**src/rtl/countdown_timer_pkg.sv**
```systemverilog
// Shared Genius game definitions: FSM state encoding and default window sizes.
package countdown_timer_pkg;

    // Response-window timer states.
    typedef enum logic [1:0] {
        ST_IDLE    = 2'd0,
        ST_RUN     = 2'd1,
        ST_EXPIRED = 2'd2
    } cdt_state_t;

    // Default counter width.
    localparam int CDT_SIZE = 4;

    // Default window length in ticks. This matches the up-counter range.
    localparam int CDT_WINDOW = 9;

endpackage

```
**src/rtl/countdown_timer.sv**
```systemverilog
// Down-counting response-window timer. START loads LIMIT, and each E tick
// decrements TEMPO. A HIT reloads the window. Expiry is reported as a one-cycle
// end_time pulse together with a level TIMEOUT.
import countdown_timer_pkg::*;

module countdown_timer #(
    parameter int SIZE = CDT_SIZE
) (
    input  logic            CLKT,
    input  logic            R,
    input  logic            START,
    input  logic            STOP,
    input  logic            HIT,
    input  logic            E,
    input  logic [SIZE-1:0] LIMIT,
    output logic [SIZE-1:0] TEMPO,
    output logic            end_time,
    output logic            TIMEOUT,
    output logic            RUNNING
);

    cdt_state_t      r_state;
    cdt_state_t      w_state_nxt;
    logic [SIZE-1:0] r_tempo;
    logic [SIZE-1:0] w_tempo_nxt;
    logic            r_end;
    logic            w_end_nxt;

    // Register state, counter and the expiry pulse. Reset overrides all other inputs.
    always_ff @(posedge CLKT) begin
        if (R) begin
            r_state <= ST_IDLE;
            r_tempo <= '0;
            r_end   <= 1'b0;
        end else begin
            r_state <= w_state_nxt;
            r_tempo <= w_tempo_nxt;
            r_end   <= w_end_nxt;
        end
    end

    // Next-state logic. Input priority is STOP > START > HIT > E.
    // A zero LIMIT on load expires immediately rather than running.
    always_comb begin
        w_state_nxt = r_state;
        w_tempo_nxt = r_tempo;
        w_end_nxt   = 1'b0;
        case (r_state)
            ST_RUN: begin
                if (STOP) begin
                    w_state_nxt = ST_IDLE;
                end else if (START || HIT) begin
                    w_tempo_nxt = LIMIT;
                    if (LIMIT == '0) begin
                        w_state_nxt = ST_EXPIRED;
                        w_end_nxt   = 1'b1;
                    end
                end else if (E) begin
                    if (r_tempo == SIZE'(1)) begin
                        w_tempo_nxt = '0;
                        w_state_nxt = ST_EXPIRED;
                        w_end_nxt   = 1'b1;
                    end else if (r_tempo > SIZE'(1)) begin
                        w_tempo_nxt = r_tempo - SIZE'(1);
                    end
                end
            end
            default: begin
                // IDLE and EXPIRED share this behaviour: HIT and E are ignored.
                if (STOP) begin
                    w_state_nxt = ST_IDLE;
                end else if (START) begin
                    w_tempo_nxt = LIMIT;
                    if (LIMIT == '0) begin
                        w_state_nxt = ST_EXPIRED;
                        w_end_nxt   = 1'b1;
                    end else begin
                        w_state_nxt = ST_RUN;
                    end
                end
            end
        endcase
    end

    assign TEMPO    = r_tempo;
    assign end_time = r_end;
    assign TIMEOUT  = (r_state == ST_EXPIRED);
    assign RUNNING  = (r_state == ST_RUN);

endmodule

```
**config.mk**
```make
export PLATFORM = sky130hd
export DESIGN_NAME = countdown_timer
export DESIGN_NICKNAME = d
export VERILOG_FILES = /design/src/rtl/countdown_timer_pkg.sv /design/src/rtl/countdown_timer.sv
export SDC_FILE = /design/constraint.sdc
export NUM_CORES = 1
export LEC_CHECK = 0
export CAP_MARGIN = 0
export CORE_AREA = 2 2 39 41
export CTS_BUF_LIST = sky130_fd_sc_hd__clkbuf_8
export DETAILED_ROUTE_END_ITERATION = 8
export DIE_AREA = 0 0 41 43
export GPL_TIMING_DRIVEN = 1
export HOLD_SLACK_MARGIN = 0.06
export PLACE_DENSITY_LB_ADDON = 0.05
export SETUP_SLACK_MARGIN = 0.4
export SKIP_LAST_GASP = 1
export SYNTH_ARGS = -nofsm -noshare
export SYNTH_HDL_FRONTEND = slang
export SYNTH_SLANG_ARGS = --single-unit
```
**constraint.sdc**
```tcl
create_clock -name CLKT -period 1.9 [get_ports CLKT]
set_input_delay 0.19 -clock CLKT [delete_from_list [all_inputs] [get_ports CLKT]]
set_output_delay 0.19 -clock CLKT [all_outputs]
set_load 0.02 [all_outputs]
```
## Word level (Yosys, flattened, before mapping)

Index checks and enable logic that the tools add are counted.

| word-level totals | value |
|---|---|
| register bits | 7 |
| output and inout port bits | 7 |

| operators by class | value |
|---|---|
| add/subtract/negate cells | 1 |
| magnitude comparators | 1 |
| equality and inequality tests | 8 |
| multiplexer cells | 25 |
| bitwise logic cells | 1 |
| reductions and logical operators | 6 |

Operators by type and width:

| kind | count |
|---|---|
| two-way mux 4 bit | 8 |
| two-way mux 2 bit | 9 |
| two-way mux 1 bit | 8 |
| inequality test 4 x 3 -> 1 bit (second input constant) | 2 |
| AND reduction 4 bit | 2 |
| == test 4 x 1 -> 1 bit (second input constant) | 1 |
| > comparator 4 x 1 -> 1 bit (second input constant) | 1 |
| logical NOT 4 bit | 1 |
| inequality test 4 x 1 -> 1 bit (second input constant) | 1 |
| inequality test 4 x 2 -> 1 bit (second input constant) | 1 |
| subtractor 4 x 1 -> 4 bit (second input constant) | 1 |
| inequality test 3 x 2 -> 1 bit (second input constant) | 1 |
| nonzero test 3 bit | 1 |
| == test 2 x 1 -> 1 bit (second input constant) | 1 |
| == test 2 bit (second input constant) | 1 |
| nonzero test 2 bit | 1 |
| logical OR 1 bit | 1 |
| NOT 1 bit | 1 |

## Logic depth before layout (Yosys ltp)

Gate-level depths: netlist of run 1.

| depth | value |
|---|---|
| word-level depth | 7 |
| gate-level depth with buffers | 6 |

## Worst setup path before layout of run 1

No wires, ideal clock.

| path | value |
|---|---|
| path kind | reg2reg |
| start point | reg r_state[1] |
| end point | reg r_tempo[1] (netlist: TEMPO[1]) |
| arrival time | 1.588 ns |
| data required time | 1.779 ns |
| setup slack | 0.191 ns |
| stages on the path, launching flop included | 6 |
| path buffers | 1 |
| period minus slack after synthesis | 1.709 ns |
| cells stage by stage | dfxtp_1 or4b_4 buf_6 nor4_4 nor3_2 mux2_4 |

| between the ends | value |
|---|---|
| cells in the longest elaborated chain, start to end | 3 |
| elaborated cells on any way between the ends | 6 |
| classes of those cells | eq/ne: 3; mux: 1; reduce/logical: 2 |

Ends and longest elaborated chain:

| element | line | text |
|---|---|---|
| from (decl) | countdown_timer.sv:22 | `cdt_state_t r_state;` |
| from (signal assigned) | countdown_timer.sv:36 | `r_state <= w_state_nxt;` |
| == test 2 x 1 -> 1 bit * | countdown_timer.sv:48 | `case (r_state)` |
| inequality test 4 x 1 -> 1 bit (no line) (tied with other cells) | -- |  |
| AND reduction 4 bit (no line) | -- |  |
| to (signal assigned) | countdown_timer.sv:37 | `r_tempo <= w_tempo_nxt;` |
| to (decl) | countdown_timer.sv:24 | `logic [SIZE-1:0] r_tempo;` |

Every way passes the cells marked *; elsewhere a longest branch is shown, timed or not.
A chain may end at the register's enable or synchronous reset.

## Final worst setup path of run 1

Same ends and word-level chain as after synthesis.

==> results of run 1 <==
[final timing paths]
check        startpoint    endpoint  slack [ns]
min reg2reg  r_state[1]  r_state[1]        0.51
max          r_state[1]    TEMPO[1]        0.36
min          r_state[1]  r_state[1]        0.51
max reg2reg  r_state[1]    TEMPO[1]        0.36
[where the power goes]
part,total (mW),switching [mW],internal (mW)
logic,0.131,0.0629,0.0677
clock network,0.214,0.0737,0.140
registers,0.166,0.0115,0.155
total,0.511,0.148,0.363
[critical path: stages, from the launching register on]
cell and delay [ns]:
dfxtp_2 0.33, or4b_4 0.51, nor4_4 0.19, nor3_2 0.10
mux2_4 0.30
[layout by cell type (no fill, tap or decap), types with 2 or more instances in the layout]
cell,n
clkbuf_8,3
ha_4,2
a211o_1,2
dfxtp_2,2
dlygate4sd2_1,5
buf_4,9
inv_1,2
nand2_1,6
a21oi_1,4
nor3_1,2
clkdlybuf4s50_1,10
dfxtp_1,4
o21ai_0,3
nor2_1,7
a21oi_2,2
nor2b_1,2
nand2b_1,2
[logic make-up (layout without fill, tap and decap cells)]
| group | count (synthesis) | count (layout) | synth area share, % |
|---|---|---|---|
| AO/OA/AOI/OAI | 17 | 17 | 21.04 |
| adder cells (fa/ha/maj) | 2 | 2 | 4.727 |
| buffers and inverters | 6 | 31 | 7.327 |
| flip-flops | 7 | 7 | 26.48 |
| multiplexers | 1 | 1 | 2.836 |
| AND/OR/NAND/NOR | 31 | 31 | 37.59 |
[routing by layer]
layer | routed length [um] | GRT usage [%]
met2 | 669 | 28.44
met3 | 83 | 4.712
met1 | 650 | 22.33
met5 | 0 | 0
met4 | 26 | 14.00
[registers in the layout, indices dropped and copies added (netlist names)]
| register | count |
|---|---|
| TEMPO | 4 |
| r_state | 2 |
| end_time | 1 |
[what timing repair did]
action                                  in CTS  in global routing
endpoints found under the setup margin       9                  8
pin swaps                                    3                  6
resized for setup                            6                 12
setup buffers                                1                  2
[metrics by stage]
step           setup slack [ns]  area (sq um)  cells  util, %
3_5_place_dp            0.01905         728.2     98    52.62
2_1_floorplan            0.2769         534.3     64        -
5_1_grt                  0.2949         847.1    105    61.21
4_1_cts                  0.2651         779.5    103    56.33
6_report                 0.3580         847.1    105    61.21
3_3_place_gp            0.02022         728.2     98    52.62
[final cells by class]
| cell class | instances | share of cell area [%] |
|---|---|---|
| multi-input cells | 51 | 47.71 |
| repair buffers | 25 | 26.44 |
| flip-flops and latches | 7 | 17.28 |
| clock buffers | 3 | 4.874 |
| well taps | 16 | 2.363 |
| inverters | 2 | 0.8863 |
| clock inverters | 1 | 0.4431 |
==> flow_summary.yaml, run 1 <==
detailed_routing:
  wl_per_cell_um: 13.62
  num_vias: 560
  ant_nets: 0
  drtIter0Drc: 3
  wirelength_um: 1430
  firstDrtPassIters: 4
  drc_errors: 0
  viasPerCell: 5.333
synthesis:
  yosys-top-cells-count: "7 x dfxtp_1, 7 x nor2_1, 6 x nand2_1"
  yosysWarnings: 0
  synth_enable_flop_cells: 0
  syn_inst: 64
  synth_top_area_share_pct: 26.48
  synth_flop_cell: "dfxtp_1"
  async_flop_share_pct: 0
  synth.distinct_cells: 31
  syn-num-nets: 76
  synth.area.top_cells: "dfxtp_1 26%, nor2_1 5.0%, a21oi_1 4.7%"
  synth_seq_cells: 7
  synth_area_leader_cell: "dfxtp_1"
  postSynthAreaPerCell_sq_um: 8.270
  syn_area_sq_um: 529.3
  synth-seq-area-share_pct: 26.48
timing:
  slew_viol_final: 0
  min_period_ns: 1.542
  hold_violations: 0
  worst_slew_pin_slew_ns: 0.3678
  whs_ns: 0.5071
  finalCritPeriodShare_pct: 81.16
  final.setup_skew_ns: 0.003379
  rsz0062_at_grt: "yes"
  setup_tns_ns: 0
  setup_viol: 0
  relSlewSlack_pct: 75.26
  clock.fmax_mhz: 648.5
cells_and_area:
  nets: 102
  antennaDiodeCount: 0
  multi_input_area_sq_um: 404.1
  area_growth_pct: 60.05
  fill_cells: 129
  drive_gt1_share_pct: 32.58
  regArea_sq_um: 146.4
power_and_ir_drop:
  powerDensity_nw_per_um2: 603.3
  irDropWorstVdd_mv: 0.3285
  p_leak_nw: 0.3404
  totalPowerFinal_mw: 0.5111
worst_setup_path:
  ff2ff_path_depth: 4
  setup.worst_path.class: "flip-flop to flip-flop"
  worst_setup_path_start_kind: "flip-flop"
  critPathRequiredTime_ns: 2.02
  cp_data_arrival_time_ns: 1.66
  path_max_fanout: 5
  end_kind: "flip-flop"
global_routing:
  antenna_found_initial: 0
  grt_pass1_wl_um: 2180
  grt_usage_pct: 19.11
  grt.overflow.total: 0
  grt_pass1_vias: 504
  grt_max_degree: 10
placed_design:
  hpwl_um: 947.5
  gp_congestion: 0.7540
  portBuffers: 16
hold_path:
  min_path_cells: 2
  hp-class: "flip-flop to flip-flop"
clock_tree:
  numCtsBuffers: 3
  path_clk_slew_ns: 0.04
  clockBufferDepth: 2
  root_buffer: "clkbuf_8"
  htree_levels: 1
  hold_buffers: 0
  cts.sinks: 7
  clock_latency_ns: 0.23
  cts_tree: "done"
die:
  core-area_sq_um: 1384
  initial_utilization_pct: 38.25
  rows: 14
  die_x_um: 41
  ios: 17
  die-height_um: 43
  dieArea_sq_um: 1763
outcome:
  status: "completed"
run:
  max_cap_viol_count: 0
(Power assumes the default switching activity.)
==> run 2, diff against run 1 <==
Clock period 1.9 ns to 1.6 ns, I/O delays scaled along.
==> run 2 against run 1 <==
Die area unchanged. Clock power up 16%. Global-route usage up 2.9 points. First-iteration DRC count rose to 3.3 times the previous value. Highest routed layer unchanged.
==> flow_summary.yaml, run 2 (synthesized netlist as in run 1, its figures left out) <==
outcome:
  status: "completed"
placed_design:
  hpwl_um: 1118
  gp_congestion: 0.7490
  dp.cells: 107
  portBuffers: 16
  dpl-instance-area_sq_um: 795.8
  post-place-ws_ns: -0.2709
detailed_routing:
  wl_per_cell_um: 13.66
  firstDrtPassIters: 4
  wirelength_um: 1584
  viasPerCell: 5.293
  drtIter0Drc: 10
  drc_errors: 0
  ant_nets: 0
  num_vias: 614
timing:
  final.setup_skew_ns: 0.003420
  finalCritPeriodShare_pct: 99.11
  setup_viol: 0
  worst_slack_ns: 0.01429
  relSlewSlack_pct: 79.22
  rsz0062_at_grt: "yes"
  hold_violations: 0
  min_period_ns: 1.586
  worst_slew_pin_slew_ns: 0.3117
  slew_viol_final: 0
  clock.fmax_mhz: 630.6
  setup_tns_ns: 0
  whs_ns: 0.5672
power_and_ir_drop:
  powerDensity_nw_per_um2: 673.8
  p_leak_nw: 0.3980
  irDropWorstVdd_mv: 0.3757
die:
  die-height_um: 43
  core-area_sq_um: 1384
  ios: 17
  dieArea_sq_um: 1763
  die_x_um: 41
  rows: 14
  initial_utilization_pct: 38.25
clock_tree:
  htree_levels: 1
  cts.sinks: 7
  root_buffer: "clkbuf_8"
  clockBufferDepth: 2
  hold_buffers: 0
  cts_tree: "done"
  path_clk_slew_ns: 0.04
  clock_latency_ns: 0.23
  numCtsBuffers: 3
worst_setup_path:
  critPathTopFamily: "simple AND/OR/NAND/NOR gates"
  end_kind: "flip-flop"
  worst_setup_path_start_kind: "flip-flop"
  r2r-end: "TEMPO[1]"
  timing.critical_path.buf_inv: 0
  ff2ff_path_depth: 4
  path_max_fanout: 2
  critPathRequiredTime_ns: 1.71
  r2r_slack_ns: 0.01
  worstPathCellList: "or4b_4 -> nor4_4 -> nor3_2 -> mux2_4"
  cp_slowest_cell: "or4b_4"
  cp_data_arrival_time_ns: 1.70
  regToRegStartpoint: "r_state[1]"
  max_stage_delay_ns: 0.55
  setup.worst_path.class: "flip-flop to flip-flop"
global_routing:
  grt.overflow.total: 0
  grt_usage_pct: 22.01
  grt_pass1_vias: 584
  antenna_found_initial: 0
  grt_pass1_wl_um: 2628
  grt_max_degree: 9
run:
  max_cap_viol_count: 0
cells_and_area:
  largest_reg_flops: 4
  final_cell_count_no_fill: 116
  final_common_cell: "buf_4"
  design_area_sq_um: 915.9
  final_cell_mix: "19 x buf_4, 7 x clkdlybuf4s50_1, 6 x nor2_1, 6 x dlygate4sd2_1, 5 x a21oi_1"
  fill_cells: 132
  drive_gt1_share_pct: 47.00
  nets: 113
  antennaDiodeCount: 0
  area_growth_pct: 73.05
hold_path:
  min_path_cells: 2
  hp-class: "flip-flop to flip-flop"
  hold_path.startpoint: "TEMPO[2]"
  whs_endpoint: "TEMPO[2]"
run 2: tightest hold or removal path, cell delays in order, from the launching register on:
cell     delay [ns]
dfxtp_1        0.36
o31ai_1        0.09
a21oi_1        0.06
run 2: how the worst max path moves through the flow:
stage | startpoint | slack (ns) | cells after the start | end
6_report | r_state[1] | 0.01 | 4 | TEMPO[1]
3_3_place_gp | HIT | -0.23 | 5 | TEMPO[1]
2_1_floorplan | r_state[1] | -0.02 | 5 | TEMPO[1]
5_1_grt | r_state[1] | -0.04 | 6 | TEMPO[3]
4_1_cts | r_state[1] | 0.03 | 4 | TEMPO[1]
3_5_place_dp | HIT | -0.27 | 5 | TEMPO[1]
run 2: where the power goes:
group | total [mW] | switching [mW] | internal, mW
logic | 0.172 | 0.0805 | 0.0913
clock network | 0.249 | 0.0826 | 0.166
registers | 0.196 | 0.0121 | 0.184
run 2: area by class of cell:
type / instances / area (sq um) / area share (%)
sequential: 7 / 147.6 / 16.12
timing repair buffer: 36 / 297.8 / 32.51
clock buffer: 3 / 41.29 / 4.508
tap: 16 / 20.02 / 2.186
inverter: 2 / 7.507 / 0.8197
multi-input combinational: 51 / 397.9 / 43.44
clock inverter: 1 / 3.754 / 0.4098
run 2: layer usage:
| metal | part of all wire [%] | wire length (um) | vias to the layer above | GRT usage (%) |
|---|---|---|---|---|
| met4 | 0.57 | 9 | 0 | 8.000 |
| met5 | 0 | 0 | - | 0 |
| met2 | 47 | 742 | 20 | 34.06 |
| met1 | 46 | 736 | 286 | 28.71 |
| met3 | 6.1 | 96 | 2 | 4.712 |
| li1 | - | - | 306 | - |
run 2: what timing repair did:
item / CTS / global route
setup endpoints to repair: 14 / 10
endpoints found under the hold margin: 0 / 0
gates resized for setup: 23 / 11
pin swaps: 2 / 4
setup buffers: 3 / 2
run 2: metrics by stage:
stage | total power, mW | util (%)
after CTS | 0.6142 | 64.47
after global routing | 0.6518 | 66.18
after detailed placement | 0.3583 | 57.50
after floorplan | 0.2776 | -
final | 0.6171 | 66.18
after global placement | 0.3556 | 57.50
